[config.mk]
export PLATFORM = sky130hd
export DESIGN_NAME = decn_sweep_flat
export DESIGN_NICKNAME = d
export VERILOG_FILES = /design/src/rtl/decn_sweep_pkg.sv /design/src/rtl/decn_sweep_if.sv /design/src/rtl/decn_sweep_decn.sv /design/src/rtl/decn_sweep.sv /design/src/flat_wrapper.sv
export SDC_FILE = /design/constraint.sdc
export NUM_CORES = 1
export LEC_CHECK = 0
export ABC_AREA = 1
export BUFFER_PORTS_ARGS = -buffer_cell sky130_fd_sc_hd__buf_2
export CAP_MARGIN = 0
export CORE_MARGIN = 4
export CORE_UTILIZATION = 30
export CTS_CLUSTER_SIZE = 16
export DETAILED_ROUTE_END_ITERATION = 7
export PLACE_DENSITY = 0.55
export SLEW_MARGIN = 0
export SYNTH_ARGS = -nofsm -noshare
export SYNTH_HDL_FRONTEND = slang
export SYNTH_SLANG_ARGS = --single-unit
[constraint.sdc]
create_clock -name i_clk -period 1.65 [get_ports i_clk]
set_input_delay 0.0825 -clock i_clk [delete_from_list [all_inputs] [get_ports i_clk]]
set_output_delay 0.0825 -clock i_clk [all_outputs]
set_load 0.01 [all_outputs]
[src/rtl/decn_sweep_pkg.sv]
// rtl/decn_sweep_pkg.sv - shared states, sweep bounds and one-hot helper for decn_sweep
package decn_sweep_pkg;

   localparam int MAX_N = 6;
   localparam int MAX_W = 64;

   typedef enum logic [1:0] {
      ST_IDLE  = 2'd0,
      ST_SWEEP = 2'd1,
      ST_FIN   = 2'd2
   } state_t;

   function automatic int first_idx(input int skip0);
      return (skip0 != 0) ? 1 : 0;
   endfunction

   function automatic int last_idx(input int n);
      return (1 << n) - 1;
   endfunction

   // Indices at or beyond width yield all-zero, so callers can truncate safely.
   function automatic logic [MAX_W-1:0] onehot(input logic [MAX_N-1:0] index, input int width);
      logic [MAX_W-1:0] r;
      r = '0;
      if (int'(index) < width) r[index] = 1'b1;
      return r;
   endfunction

endpackage

[src/rtl/decn_sweep_if.sv]
// rtl/decn_sweep_if.sv - request/enable bundle between the write pipeline and decn_sweep
interface decn_sweep_if #(parameter int N = 5);

   logic [N-1:0]      n;
   logic              ena;
   logic              start;
   logic [2**N-1:0]   e;
   logic [N-1:0]      idx;
   logic              ready;
   logic              busy;
   logic              done;

   modport master (output n, ena, start, input e, idx, ready, busy, done);
   modport slave  (input n, ena, start, output e, idx, ready, busy, done);

endinterface

[src/rtl/decn_sweep_decn.sv]
// rtl/decn_sweep_decn.sv - combinational N-to-2^N decoder with enable
module decn
   import decn_sweep_pkg::*;
#(
   parameter int N = 5
) (
   input  logic [N-1:0]    i_addr,
   input  logic            i_en,
   output logic [2**N-1:0] o_dec
);

   localparam int W = 2**N;

   assign o_dec = i_en ? W'(onehot(MAX_N'(i_addr), W)) : '0;

endmodule

[src/rtl/decn_sweep.sv]
// rtl/decn_sweep.sv - registered one-hot write-enable generator with initialisation sweep
module decn_sweep
   import decn_sweep_pkg::*;
#(
   parameter int N              = 5,
   parameter int SKIP0          = 1,
   parameter int SWEEP_ON_RESET = 1
) (
   input  logic         i_clk,
   input  logic         i_clrn,
   decn_sweep_if.slave  bus
);

   localparam int           W         = 2**N;
   localparam logic [N-1:0] FIRST     = N'(first_idx(SKIP0));
   localparam logic [N-1:0] LAST      = N'(last_idx(N));
   localparam state_t       RST_STATE = (SWEEP_ON_RESET != 0) ? ST_SWEEP : ST_IDLE;

   state_t         r_state, w_state_nxt;
   logic [N-1:0]   r_cnt, w_cnt_nxt;
   logic [N-1:0]   r_idx, w_idx_nxt;
   logic [N-1:0]   w_addr;
   logic [W-1:0]   r_e, w_dec;
   logic           r_done, w_done_nxt;
   logic           w_dec_en;

   // start wins over a same-cycle direct write; the sweep compares before incrementing so cnt never wraps
   always_comb begin
      w_state_nxt = r_state;
      w_cnt_nxt   = r_cnt;
      w_done_nxt  = 1'b0;
      w_addr      = bus.n;
      w_dec_en    = 1'b0;
      case (r_state)
         ST_IDLE: begin
            if (bus.start) begin
               w_state_nxt = ST_SWEEP;
               w_cnt_nxt   = FIRST;
            end else begin
               w_dec_en = bus.ena;
            end
         end
         ST_SWEEP: begin
            w_addr   = r_cnt;
            w_dec_en = 1'b1;
            if (r_cnt == LAST) w_state_nxt = ST_FIN;
            else               w_cnt_nxt   = r_cnt + 1'b1;
         end
         ST_FIN: begin
            w_done_nxt  = 1'b1;
            w_state_nxt = ST_IDLE;
         end
         default: w_state_nxt = ST_IDLE;
      endcase
      w_idx_nxt = w_dec_en ? w_addr : '0;
   end

   decn #(.N(N)) u_decn (
      .i_addr (w_addr),
      .i_en   (w_dec_en),
      .o_dec  (w_dec)
   );

   always_ff @(posedge i_clk or negedge i_clrn) begin
      if (!i_clrn) begin
         r_state <= RST_STATE;
         r_cnt   <= FIRST;
         r_e     <= '0;
         r_idx   <= '0;
         r_done  <= 1'b0;
      end else begin
         r_state <= w_state_nxt;
         r_cnt   <= w_cnt_nxt;
         r_e     <= w_dec;
         r_idx   <= w_idx_nxt;
         r_done  <= w_done_nxt;
      end
   end

   assign bus.e     = r_e;
   assign bus.idx   = r_idx;
   assign bus.done  = r_done;
   assign bus.ready = (r_state == ST_IDLE);
   assign bus.busy  = (r_state != ST_IDLE);

endmodule

[src/flat_wrapper.sv]
// flat-port wrapper written by rule: the top's interface ports become plain ports
module decn_sweep_flat import decn_sweep_pkg::*;
#(
   parameter int N              = 5,
   parameter int SKIP0          = 1,
   parameter int SWEEP_ON_RESET = 1
)
  (i_clk, i_clrn, bus_n, bus_ena, bus_start, bus_e, bus_idx, bus_ready, bus_busy, bus_done);
  decn_sweep_if #(.N(N)) bus_i ();
  input  logic i_clk;
  input  logic i_clrn;
  input wire logic [$bits(bus_i.n)-1:0] bus_n;
  input wire logic [$bits(bus_i.ena)-1:0] bus_ena;
  input wire logic [$bits(bus_i.start)-1:0] bus_start;
  output wire logic [$bits(bus_i.e)-1:0] bus_e;
  output wire logic [$bits(bus_i.idx)-1:0] bus_idx;
  output wire logic [$bits(bus_i.ready)-1:0] bus_ready;
  output wire logic [$bits(bus_i.busy)-1:0] bus_busy;
  output wire logic [$bits(bus_i.done)-1:0] bus_done;
  assign bus_i.n = bus_n;
  assign bus_i.ena = bus_ena;
  assign bus_i.start = bus_start;
  assign bus_e = bus_i.e;
  assign bus_idx = bus_i.idx;
  assign bus_ready = bus_i.ready;
  assign bus_busy = bus_i.busy;
  assign bus_done = bus_i.done;
  decn_sweep #(.N(N), .SKIP0(SKIP0), .SWEEP_ON_RESET(SWEEP_ON_RESET)) u_core (.i_clk(i_clk), .i_clrn(i_clrn), .bus(bus_i));
endmodule
==> run summary <==
busiest grt layer -> met2
row cnt -> 27
Placed Instance Area -> 0.00214 mm²
worst hold margin -> 0.144 ns
critical path peak fanout -> 9
Filler Cells Inserted -> 567
area grow syn2layout -> 25.6%
iteration count of the initial detailed-routing pass -> 4
ANT nets after route -> 0
Starting Density -> 31.7%
I/O pins -> 49
minimum clock period -> 1.54 ns
max-slew violation count -> 0
unrepaired setup endpoints after global routing -> yes
Clock Skew -> 0.00936 ns
Die W -> 85.4 µm
top cells by area, synth -> dfrtp_1 60%, nor2_1 8.6%, nand3_2 7.2%, nand2_2 4.2%, nand3_1 4.2%
Setup violations, final -> 0
Global Route Usage Sum -> 11.8%
Yosys warnings -> 0
die area -> 0.00730 mm²
# clock sinks -> 45
Syn Inst Count -> 173
largest family of logic cells by synthesized area -> simple AND/OR/NAND/NOR gates
Post-synth top cells -> 43 x dfrtp_1, 41 x nor2_1, 17 x nand2_1, 15 x inv_1, 15 x nand3_1
Worst EP arrival -> 1.72 ns
largest net degree at the start of global routing -> 24
Fmax -> 651 MHz
post-route setup slack -> 0.114 ns
antenna diode instance count -> 0
CTS Buffer Depth -> 2
post-synth top area share -> 59.8%
vias in the first global route -> 1354
pwr dens -> 1600 mW/mm²
maximum vdd drop -> 0.000630 V
drt via density -> 4.26
top-count cell post-synth -> dfrtp_1
final core utilization -> 39.8%
max cap viols -> 0
CTS tree -> yes
PnR Total Power -> 3.61 mW
Yosys reg bits -> 45
initial DRC count -> 50
finished layout cell area -> 0.00226 mm²
Setup CP Type -> flip-flop to flip-flop
Post-Place Setup Slack -> 0.0239 ns
DP Cell Count -> 295
WL final -> 3890 µm
critical path endpoint category -> flip-flop
share of layout cells above drive strength 1 -> 40.1%
global-route wire length before repair -> 6690 µm
type of origin of the critical path -> flip-flop
worst path required time -> 1.83 ns
Seq/Total Area, Yosys -> 62.7%
synthesized cell area -> 0.00180 mm²
number of buffers created by CTS -> 5
GP Congestion -> 0.835
sequential standard cell area -> 0.00113 mm²
final net count -> 243
clock latency at the later pin of the worst-skew pair -> 0.29 ns
detailed placer's ending HPWL -> 3000 µm
DRC Markers -> 0
Post-synth EDFFs -> 0
area occupied by multi-input gates -> 596 µm²
mux cell area share after synthesis -> 0%
DR WL/cell -> 12.8 µm
detailed-route via count -> 1294
outcome -> completed
ys async rst share -> 100%
cell taking the most area after synthesis -> dfrtp_1
global routing usage on met3 -> 3.79%
Post-Layout Cell Count -> 304
# port buffers -> 48
compound-gate portion of the synthesized area -> 0.834%
Die Ht -> 85.4 µm
Worst slew margin -> 68.7%
Max H-tree Level -> 2
final period utilization -> 93.1%
Hold Fails Final Rpt -> 0
Clk pin slew, worst setup/hold paths -> 0.08 ns
Core ar. -> 0.00568 mm²
met2 usage -> 19.7%
XOR/XNOR share of the synthesized area -> 0%
Post-Synth Simple-Gate Area -> 30.0%
post-synth cell types -> 17
Synth Flop Type -> dfrtp_1
Synthesized Nets -> 184
worst slew pin tran -> 0.470 ns
Adder-Cell Fraction of Synth Area -> 1.39%
syn_area_per_cell -> 10.4 µm²
grt total ovfl -> 0
root buffer cell -> clkbuf_8
Leak Pwr -> 1.26 nW
Setup TNS -> 0 ns
Hold WC Path Type -> input pin to flip-flop
initial antenna violation count -> 0
M1 GR Usage -> 14.7%
## worst max-delay path, stage by stage (launching register included)
cell and delay [ns]:
dfstp_2 0.56, ha_1 0.16, nand2_1 0.07, nor2_1 0.10, ha_1 0.15, inv_1 0.05, nand3_2 0.10, nand2_4 0.09
nand3_1 0.07, o21ai_0 0.07
## layer usage
metal	wire length, µm	up-vias
met4	49	0
met2	1860	37
met5	0	-
met3	247	6
li1	-	658
met1	1720	593
## logic make-up (layout without fill, tap and decap cells)
group	count (synthesis)	count (layout)
simple gates	104	104
buf+inv	19	78
compound gates	3	3
fa+ha+maj	2	2
flops	45	45
## state kept, by name, summed over array words and instances, names as in the netlist
name / count
u_core.r_cnt: 5
u_core.bus.done: 1
u_core.bus.idx: 5
u_core.r_state: 2
u_core.bus.e: 32
## path summary, 6_finish.rpt
path | startpoint | to | slack (ns) | depth (start not counted)
worst min register to register | u_core.r_cnt[0]$_DFFE_PN1P_ | u_core.r_cnt[0]$_DFFE_PN1P_ | 0.56 | 2
worst min-delay path | bus_start | u_core.r_state[0]$_DFFE_PN1P_ | 0.14 | 3
max in group asynchronous | i_clrn | u_core.r_state[0]$_DFFE_PN1P_ | 0.78 | 3
worst max register to register | u_core.r_cnt[0]$_DFFE_PN1P_ | u_core.r_cnt[1]$_DFFE_PN0P_ | 0.11 | 9
min in group asynchronous | i_clrn | u_core.bus.e[12]$_DFF_PN0_ | 0.28 | 2
worst max-delay path | u_core.r_cnt[0]$_DFFE_PN1P_ | u_core.r_cnt[1]$_DFFE_PN0P_ | 0.11 | 9
## layout by cell type, fill, tap and decap left out, drive strengths merged
master	count
buf	54
nand2	30
or2	1
dlygate4sd3	1
ha	2
inv	16
clkinvlp	1
nand3	28
nor2	42
o21ai	3
clkbuf	6
dfrtp	43
dfstp	2
nand4	3
## power by group
group / total [mW] / internal, mW / switching, mW
Clock: 0.679 / 0.331 / 0.348
Sequential: 1.48 / 1.34 / 0.136
Combinational: 1.45 / 0.494 / 0.960
## repair_timing
item	4_1_cts	5_1_grt
hold endpoints to repair	21	0
setup endpoints to repair	0	14
hold buffers	1	0
resized for setup	0	3
setup buffers	0	1
## final cells by class
class / count / area share (%)
timing repair buffer: 55 / 13.1
sequential: 45 / 49.9
inverter: 16 / 2.66
clock buffer: 6 / 3.65
tap: 72 / 3.99
clock inverter: 1 / 0.332
multi-input combinational: 109 / 26.4
Note: power is estimated with default switching activity, not from simulation.
